**src/rtl/arm_pipelined_pkg.sv**
```systemverilog
// Shared types and constants for the ARM pipelined instruction fetch unit.
// The fetch queue entry is fixed at 32-bit instruction and 32-bit PC fields.
package arm_pipelined_pkg;

    localparam int unsigned XLen       = 32;
    localparam int unsigned InstrBytes = 4;

    typedef enum logic [1:0] {
        FETCH_IDLE = 2'd0,
        FETCH_WAIT = 2'd1,
        FETCH_DROP = 2'd2
    } fetch_state_e;

    typedef struct packed {
        logic [XLen-1:0] instr;
        logic [XLen-1:0] pc;
    } fetch_entry_t;

    // Clears the byte-offset bits so that every fetch address is word aligned.
    function automatic logic [XLen-1:0] word_align(input logic [XLen-1:0] addr);
        return addr & ~XLen'(InstrBytes - 1);
    endfunction

endpackage

```
**src/rtl/arm_pipelined_fetch_queue.sv**
```systemverilog
// Synchronous FIFO that holds fetched {instr, pc} entries for decode.
// A clear empties the FIFO and has priority over push and pop.
module arm_pipelined_fetch_queue
    import arm_pipelined_pkg::*;
#(
    parameter int unsigned Depth = 2,
    localparam int unsigned PtrW = (Depth > 1) ? $clog2(Depth) : 1,
    localparam int unsigned CntW = $clog2(Depth + 1)
) (
    input  logic            clk,
    input  logic            reset,
    input  logic            clear_i,
    input  logic            push_i,
    input  fetch_entry_t    push_data_i,
    input  logic            pop_i,
    output fetch_entry_t    head_o,
    output logic [CntW-1:0] count_o
);

    fetch_entry_t    mem_q [Depth];
    logic [PtrW-1:0] wr_ptr_q;
    logic [PtrW-1:0] rd_ptr_q;
    logic [CntW-1:0] count_q;
    logic [PtrW-1:0] wr_ptr_d;
    logic [PtrW-1:0] rd_ptr_d;
    logic [CntW-1:0] count_d;
    logic            do_push_s;
    logic            do_pop_s;

    assign do_push_s = push_i && (count_q < CntW'(Depth));
    assign do_pop_s  = pop_i && (count_q != CntW'(0));

    // Pointer wrap and occupancy bookkeeping.
    always_comb begin
        wr_ptr_d = wr_ptr_q;
        rd_ptr_d = rd_ptr_q;
        count_d  = count_q;
        if (do_push_s) begin
            wr_ptr_d = (wr_ptr_q == PtrW'(Depth - 1)) ? PtrW'(0) : wr_ptr_q + PtrW'(1);
        end else begin
            wr_ptr_d = wr_ptr_q;
        end
        if (do_pop_s) begin
            rd_ptr_d = (rd_ptr_q == PtrW'(Depth - 1)) ? PtrW'(0) : rd_ptr_q + PtrW'(1);
        end else begin
            rd_ptr_d = rd_ptr_q;
        end
        case ({do_push_s, do_pop_s})
            2'b10:   count_d = count_q + CntW'(1);
            2'b01:   count_d = count_q - CntW'(1);
            default: count_d = count_q;
        endcase
    end

    // Storage and pointer registers; storage is zeroed on reset so the head reads 0.
    always_ff @(posedge clk) begin
        if (reset) begin
            wr_ptr_q <= '0;
            rd_ptr_q <= '0;
            count_q  <= '0;
            for (int i = 0; i < Depth; i++) begin
                mem_q[i] <= '0;
            end
        end else if (clear_i) begin
            wr_ptr_q <= '0;
            rd_ptr_q <= '0;
            count_q  <= '0;
        end else begin
            if (do_push_s) begin
                mem_q[wr_ptr_q] <= push_data_i;
            end
            wr_ptr_q <= wr_ptr_d;
            rd_ptr_q <= rd_ptr_d;
            count_q  <= count_d;
        end
    end

    assign head_o  = mem_q[rd_ptr_q];
    assign count_o = count_q;

endmodule

```
**src/rtl/arm_pipelined_fetch_unit.sv**
```systemverilog
// Instruction fetch front end: single-outstanding memory FSM, fetch PC and a
// small instruction queue feeding decode. BusWidth must match the package XLen.
module arm_pipelined_fetch_unit
    import arm_pipelined_pkg::*;
#(
    parameter int unsigned         BusWidth    = 32,
    parameter int unsigned         QDepth      = 2,
    parameter logic [BusWidth-1:0] ResetVector = 32'h0000_0000
) (
    input  logic                clk,
    input  logic                reset,
    output logic                imem_req,
    output logic [BusWidth-1:0] imem_addr,
    input  logic                imem_gnt,
    input  logic                imem_rvalid,
    input  logic [BusWidth-1:0] imem_rdata,
    input  logic                redirect,
    input  logic [BusWidth-1:0] redirect_pc,
    input  logic                dec_ready,
    output logic                if_valid,
    output logic [BusWidth-1:0] if_instr,
    output logic [BusWidth-1:0] if_pc,
    output logic [BusWidth-1:0] if_pc_plus8
);

    localparam int unsigned CntW = $clog2(QDepth + 1);

    fetch_state_e        state_q;
    fetch_state_e        state_d;
    logic [BusWidth-1:0] fetch_pc_q;
    logic [BusWidth-1:0] fetch_pc_d;
    logic [BusWidth-1:0] issued_pc_q;
    logic [BusWidth-1:0] issued_pc_d;
    logic                req_s;
    logic                q_push_s;
    logic                q_pop_s;
    logic                q_clear_s;
    logic [CntW-1:0]     q_count_s;
    fetch_entry_t        q_head_s;
    fetch_entry_t        q_push_data_s;

    assign req_s         = (state_q == FETCH_IDLE) && !redirect && !reset &&
                           (q_count_s < CntW'(QDepth));
    assign q_push_data_s = '{instr: imem_rdata, pc: issued_pc_q};
    assign q_pop_s       = if_valid && dec_ready && !redirect;

    // Next-state logic; redirect wins and any in-flight response is dropped.
    always_comb begin
        state_d     = state_q;
        fetch_pc_d  = fetch_pc_q;
        issued_pc_d = issued_pc_q;
        q_push_s    = 1'b0;
        q_clear_s   = 1'b0;
        if (redirect) begin
            q_clear_s  = 1'b1;
            fetch_pc_d = word_align(redirect_pc);
            case (state_q)
                FETCH_WAIT, FETCH_DROP: state_d = imem_rvalid ? FETCH_IDLE : FETCH_DROP;
                default:                state_d = FETCH_IDLE;
            endcase
        end else begin
            case (state_q)
                FETCH_IDLE: begin
                    if (req_s && imem_gnt) begin
                        state_d     = FETCH_WAIT;
                        fetch_pc_d  = fetch_pc_q + BusWidth'(InstrBytes);
                        issued_pc_d = fetch_pc_q;
                    end else begin
                        state_d = FETCH_IDLE;
                    end
                end
                FETCH_WAIT: begin
                    if (imem_rvalid) begin
                        q_push_s = 1'b1;
                        state_d  = FETCH_IDLE;
                    end else begin
                        state_d = FETCH_WAIT;
                    end
                end
                FETCH_DROP: begin
                    if (imem_rvalid) begin
                        state_d = FETCH_IDLE;
                    end else begin
                        state_d = FETCH_DROP;
                    end
                end
                default: state_d = FETCH_IDLE;
            endcase
        end
    end

    // FSM and PC registers.
    always_ff @(posedge clk) begin
        if (reset) begin
            state_q     <= FETCH_IDLE;
            fetch_pc_q  <= ResetVector;
            issued_pc_q <= '0;
        end else begin
            state_q     <= state_d;
            fetch_pc_q  <= fetch_pc_d;
            issued_pc_q <= issued_pc_d;
        end
    end

    arm_pipelined_fetch_queue #(
        .Depth(QDepth)
    ) u_queue (
        .clk        (clk),
        .reset      (reset),
        .clear_i    (q_clear_s),
        .push_i     (q_push_s),
        .push_data_i(q_push_data_s),
        .pop_i      (q_pop_s),
        .head_o     (q_head_s),
        .count_o    (q_count_s)
    );

    assign imem_req    = req_s;
    assign imem_addr   = fetch_pc_q;
    assign if_valid    = (q_count_s != CntW'(0));
    assign if_instr    = if_valid ? q_head_s.instr : '0;
    assign if_pc       = if_valid ? q_head_s.pc : '0;
    assign if_pc_plus8 = if_pc + BusWidth'(2 * InstrBytes);

endmodule
```
**config.mk**
```make
export PLATFORM = sky130hd
export DESIGN_NAME = arm_pipelined_fetch_unit
export DESIGN_NICKNAME = d
export VERILOG_FILES = /design/src/rtl/arm_pipelined_pkg.sv /design/src/rtl/arm_pipelined_fetch_queue.sv /design/src/rtl/arm_pipelined_fetch_unit.sv
export SDC_FILE = /design/constraint.sdc
export NUM_CORES = 1
export LEC_CHECK = 0
export CAP_MARGIN = 20
export CORE_AREA = 2 2 150 152
export CTS_CLUSTER_DIAMETER = 120
export DETAILED_ROUTE_END_ITERATION = 8
export DIE_AREA = 0 0 152 154
export MAX_ROUTING_LAYER = met4
export PLACE_DENSITY = 0.88
export RECOVER_POWER = 50
export SYNTH_ARGS = -nofsm -noshare
export SYNTH_HDL_FRONTEND = slang
export SYNTH_HIERARCHICAL = 1
export SYNTH_SLANG_ARGS = --single-unit
```
**constraint.sdc**
```tcl
create_clock -name clk -period 2.7 [get_ports clk]
set_input_delay 0.54 -clock clk [delete_from_list [all_inputs] [get_ports clk]]
set_output_delay 0.54 -clock clk [all_outputs]
set_load 0.05 [all_outputs]
```
==> impl_metrics.json <==
{
  "outcome": "complete, but fails checks",
  "failing_checks": "negative setup slack",
  "max_freq_ghz": 0.323,
  "synth.yosys.seq_area_share_pct": 51.3,
  "timing.critical_path.from_type": "register",
  "cp_slowest_cell": "dfxtp_4",
  "portBuffers": 195,
  "global_route.usage.total_pct": 24.0,
  "wl_per_cell_um": 19.5,
  "layout-drive-gt1-share_pct": 30.6,
  "p_comb_share_pct": 9.6,
  "ys_dominant_reg_cell": "edfxtp_1",
  "global_route.overflow_total": 0,
  "synth.ff_latch_count": 195,
  "final-setup-viol-count": 24,
  "netlist_top_cells_count": "136 x and3_1, 128 x edfxtp_1, 85 x nand2_1, 67 x dfxtp_1",
  "maximum_number_of_pins_on_one_net_before_global_route_repair": 58,
  "clock_network_fraction_of_total_power_pct": 39.0,
  "numPlacedInstances": 1373,
  "share_of_the_core_filled_with_cells_pct": 68.9,
  "detailed_place_hpwl_um": 18300,
  "yosys.area.top_type_share_pct": 38.0,
  "start_util_pct": 46.6,
  "syn_inst": 932,
  "numCtsBuffers": 17,
  "power_report.internal_total_mw": 4.93,
  "clock_tree.root_cell": "clkbuf_16",
  "synthesis.area_per_instance_um2": 10.8,
  "synth.most_common_cell": "and3_1",
  "power.share.sequential_pct": 51.4,
  "switching_share_pct": 24.7,
  "cts_max_path_buffers": 2,
  "antenna_cells": 0,
  "pnr_worst_setup_slack_ns": -0.396,
  "synth_enable_flop_cells": 128,
  "drc": 0,
  "count_of_pins_over_their_slew_limit": 0,
  "max_slew.worst_pin.slew_ns": 0.740,
  "design.die.area_mm2": 0.0234,
  "cts_htree_levels": 4,
  "grt_pass1_vias": 7915,
  "yosysUniqueCellTypes": 65,
  "cellLeakagePower_nw": 6.07,
  "final.setup_skew_ns": 0.00899,
  "avgViaCountPerCell": 5.71,
  "crit_family": "buffers and inverters",
  "clock_tree_from_tritoncts": "built",
  "async_reset_ff_share_pct": 0,
  "worstPathRequired_ns": 2.16,
  "cts.hold.buffers_added": 0,
  "core_area_mm2": 0.0217,
  "critical-path-max-stage-delay_ns": 0.39,
  "max-cap-violations": 0,
  "maxSlewHeadroom_pct": 50.7,
  "clock_sinks": 195,
  "layout.nets": 1230,
  "pre_cts_ws_ns": -0.140,
  "crit_buf_inv": 5,
  "detail-route-antenna-nets": 0,
  "final_cells": 1446,
  "final-hold-violation-count": 0,
  "antenna_violations_before_repair": 0,
  "post-synth-top-area-cell": "edfxtp_1",
  "period_share_pct": 115,
  "ir_worst_vdd_uv": 380,
  "floorplan.io_pins": 200,
  "synth_area_leaders": "edfxtp_1 38%, dfxtp_1 13%, and3_1 8.4%, mux2_2 7.4%, and2_1 4.1%",
  "die_h_um": 154,
  "grt_setup_unrepaired": "true",
  "fin_setup_tns_ns": -6.50,
  "drt_wl_total_um": 28200,
  "count_of_tritonroute_iterations_in_the_first_routing_pass": 6,
  "via_count": 8252,
  "path_cells": "buf_6, mux2_4, o21ai_2, buf_4, nor4_4, buf_6, buf_12, nand4_1, xnor2_4, buf_12",
  "die_width_um": 152,
  "gpl.final_weighted_congestion": 0.860,
  "layout_min_cycle_time_ns": 3.10,
  "critPathArrivalTime_ns": 2.56,
  "powerDensity_mw_per_mm2": 438,
  "std_cell_rows": 54,
  "worstSetupPathType": "register to output pin",
  "yosysWarnings": 6,
  "grt_first_pass_wirelength_um": 43500,
  "insertion_delay_to_the_later_sink_of_the_worst_skew_pair_ns": 0.44,
  "class_of_the_worst_hold_path": "register to register",
  "clk_pin_slew_ns": 0.07,
  "area_growth_syn_to_layout_pct": 47.8,
  "syn_area_mm2": 0.0101,
  "critical_path_peak_fanout": 6,
  "critPathCaptureType": "output pin",
  "switchingPower_mw": 1.62,
  "count_of_routing_violations_after_the_opening_detailed_route_iteration": 671
}
## sequential cells by signal, indices dropped and copies added (netlist names), named ones only
signal	cells
u_queue/mem_q	128
state_q	2
u_queue/rd_ptr_q	1
u_queue/wr_ptr_q	1
u_queue/count_o	2
imem_addr	30
issued_pc_q	30
## worst min-delay path, cell delays in order, from the launching register on
cell	delay, ns
dfxtp_1	0.31
nand2_1	0.05
a21oi_1	0.05
## final timing paths
path                                          from                  to  slack (ns)  depth (start not counted)
worst max-delay path                      register     if_pc_plus8[26]       -0.40                         10
worst min-delay path                issued_pc_q[7]      issued_pc_q[7]        0.46                          2
worst max register to register  u_queue/count_o[1]  u_queue/count_o[1]        0.43                          8
worst min register to register      issued_pc_q[7]      issued_pc_q[7]        0.46                          2
## placed cells by master, fill, tap and decap left out, types with 10 or more instances in the layout
cell type,instances
and2_1,62
inv_1,15
mux2_2,46
and3_1,136
buf_12,100
nand2_1,82
nor2_1,21
a21oi_1,36
nand3_1,14
nor3_1,12
clkdlybuf4s50_1,95
buf_4,53
a211oi_1,10
xnor2_4,17
nand4_1,23
dfxtp_1,64
mux2_4,20
edfxtp_1,128
buf_6,10
clkbuf_16,18
## cell families after synthesis
logic type / synth area share [%]
other cells: 0.0371
flops: 51.3
xor+xnor: 3.29
compound gates: 6.44
buf+inv: 5.72
mux: 7.45
simple gates: 24.9
fa+ha+maj: 0.867
## layout make-up
type / count / area [um2]
clock buffers: 17 / 425
clock inverters: 15 / 175
fillers: 1453 / 6750
inverters: 16 / 60.1
multi-input cells: 648 / 5090
flip-flops and latches: 195 / 5200
well taps: 280 / 350
repair buffers: 275 / 3630
## power groups by stage
stage / combinational, mW / sequential (mW) / clock, mW
after floorplan: 0.260 / 3.50 / 0
after global placement: 0.600 / 3.42 / 0
after detailed placement: 0.612 / 3.43 / 0
after CTS: 0.627 / 3.36 / 2.58
after global routing: 0.664 / 3.38 / 2.69
final: 0.626 / 3.37 / 2.56
## repair_timing
item | 4_1_cts | 5_1_grt
gates resized for setup | 51 | 39
gates cloned | 2 | 1
setup buffers | 25 | 13
endpoints found under the setup margin | 27 | 27
pin swaps | 35 | 21
## layer usage
layer	track usage (%)	wire length (um)	vias to the layer above
met2	39.6	14100	415
met4	6.99	515	0
met3	3.64	1980	37
li1	-	-	3840
met1	30.8	11600	3960
met5	-	0	-
## metrics by stage
step                      total power, mW  cell area [um2]  hold WS, ns
after global routing                 6.73            14900        0.486
after CTS                            6.57            14700        0.461
after floorplan                      3.76            10600        0.440
final                                6.55            14900        0.460
after detailed placement             4.04            13600        0.451
after global placement               4.02            13600        0.447
(Power assumes the default switching activity.)
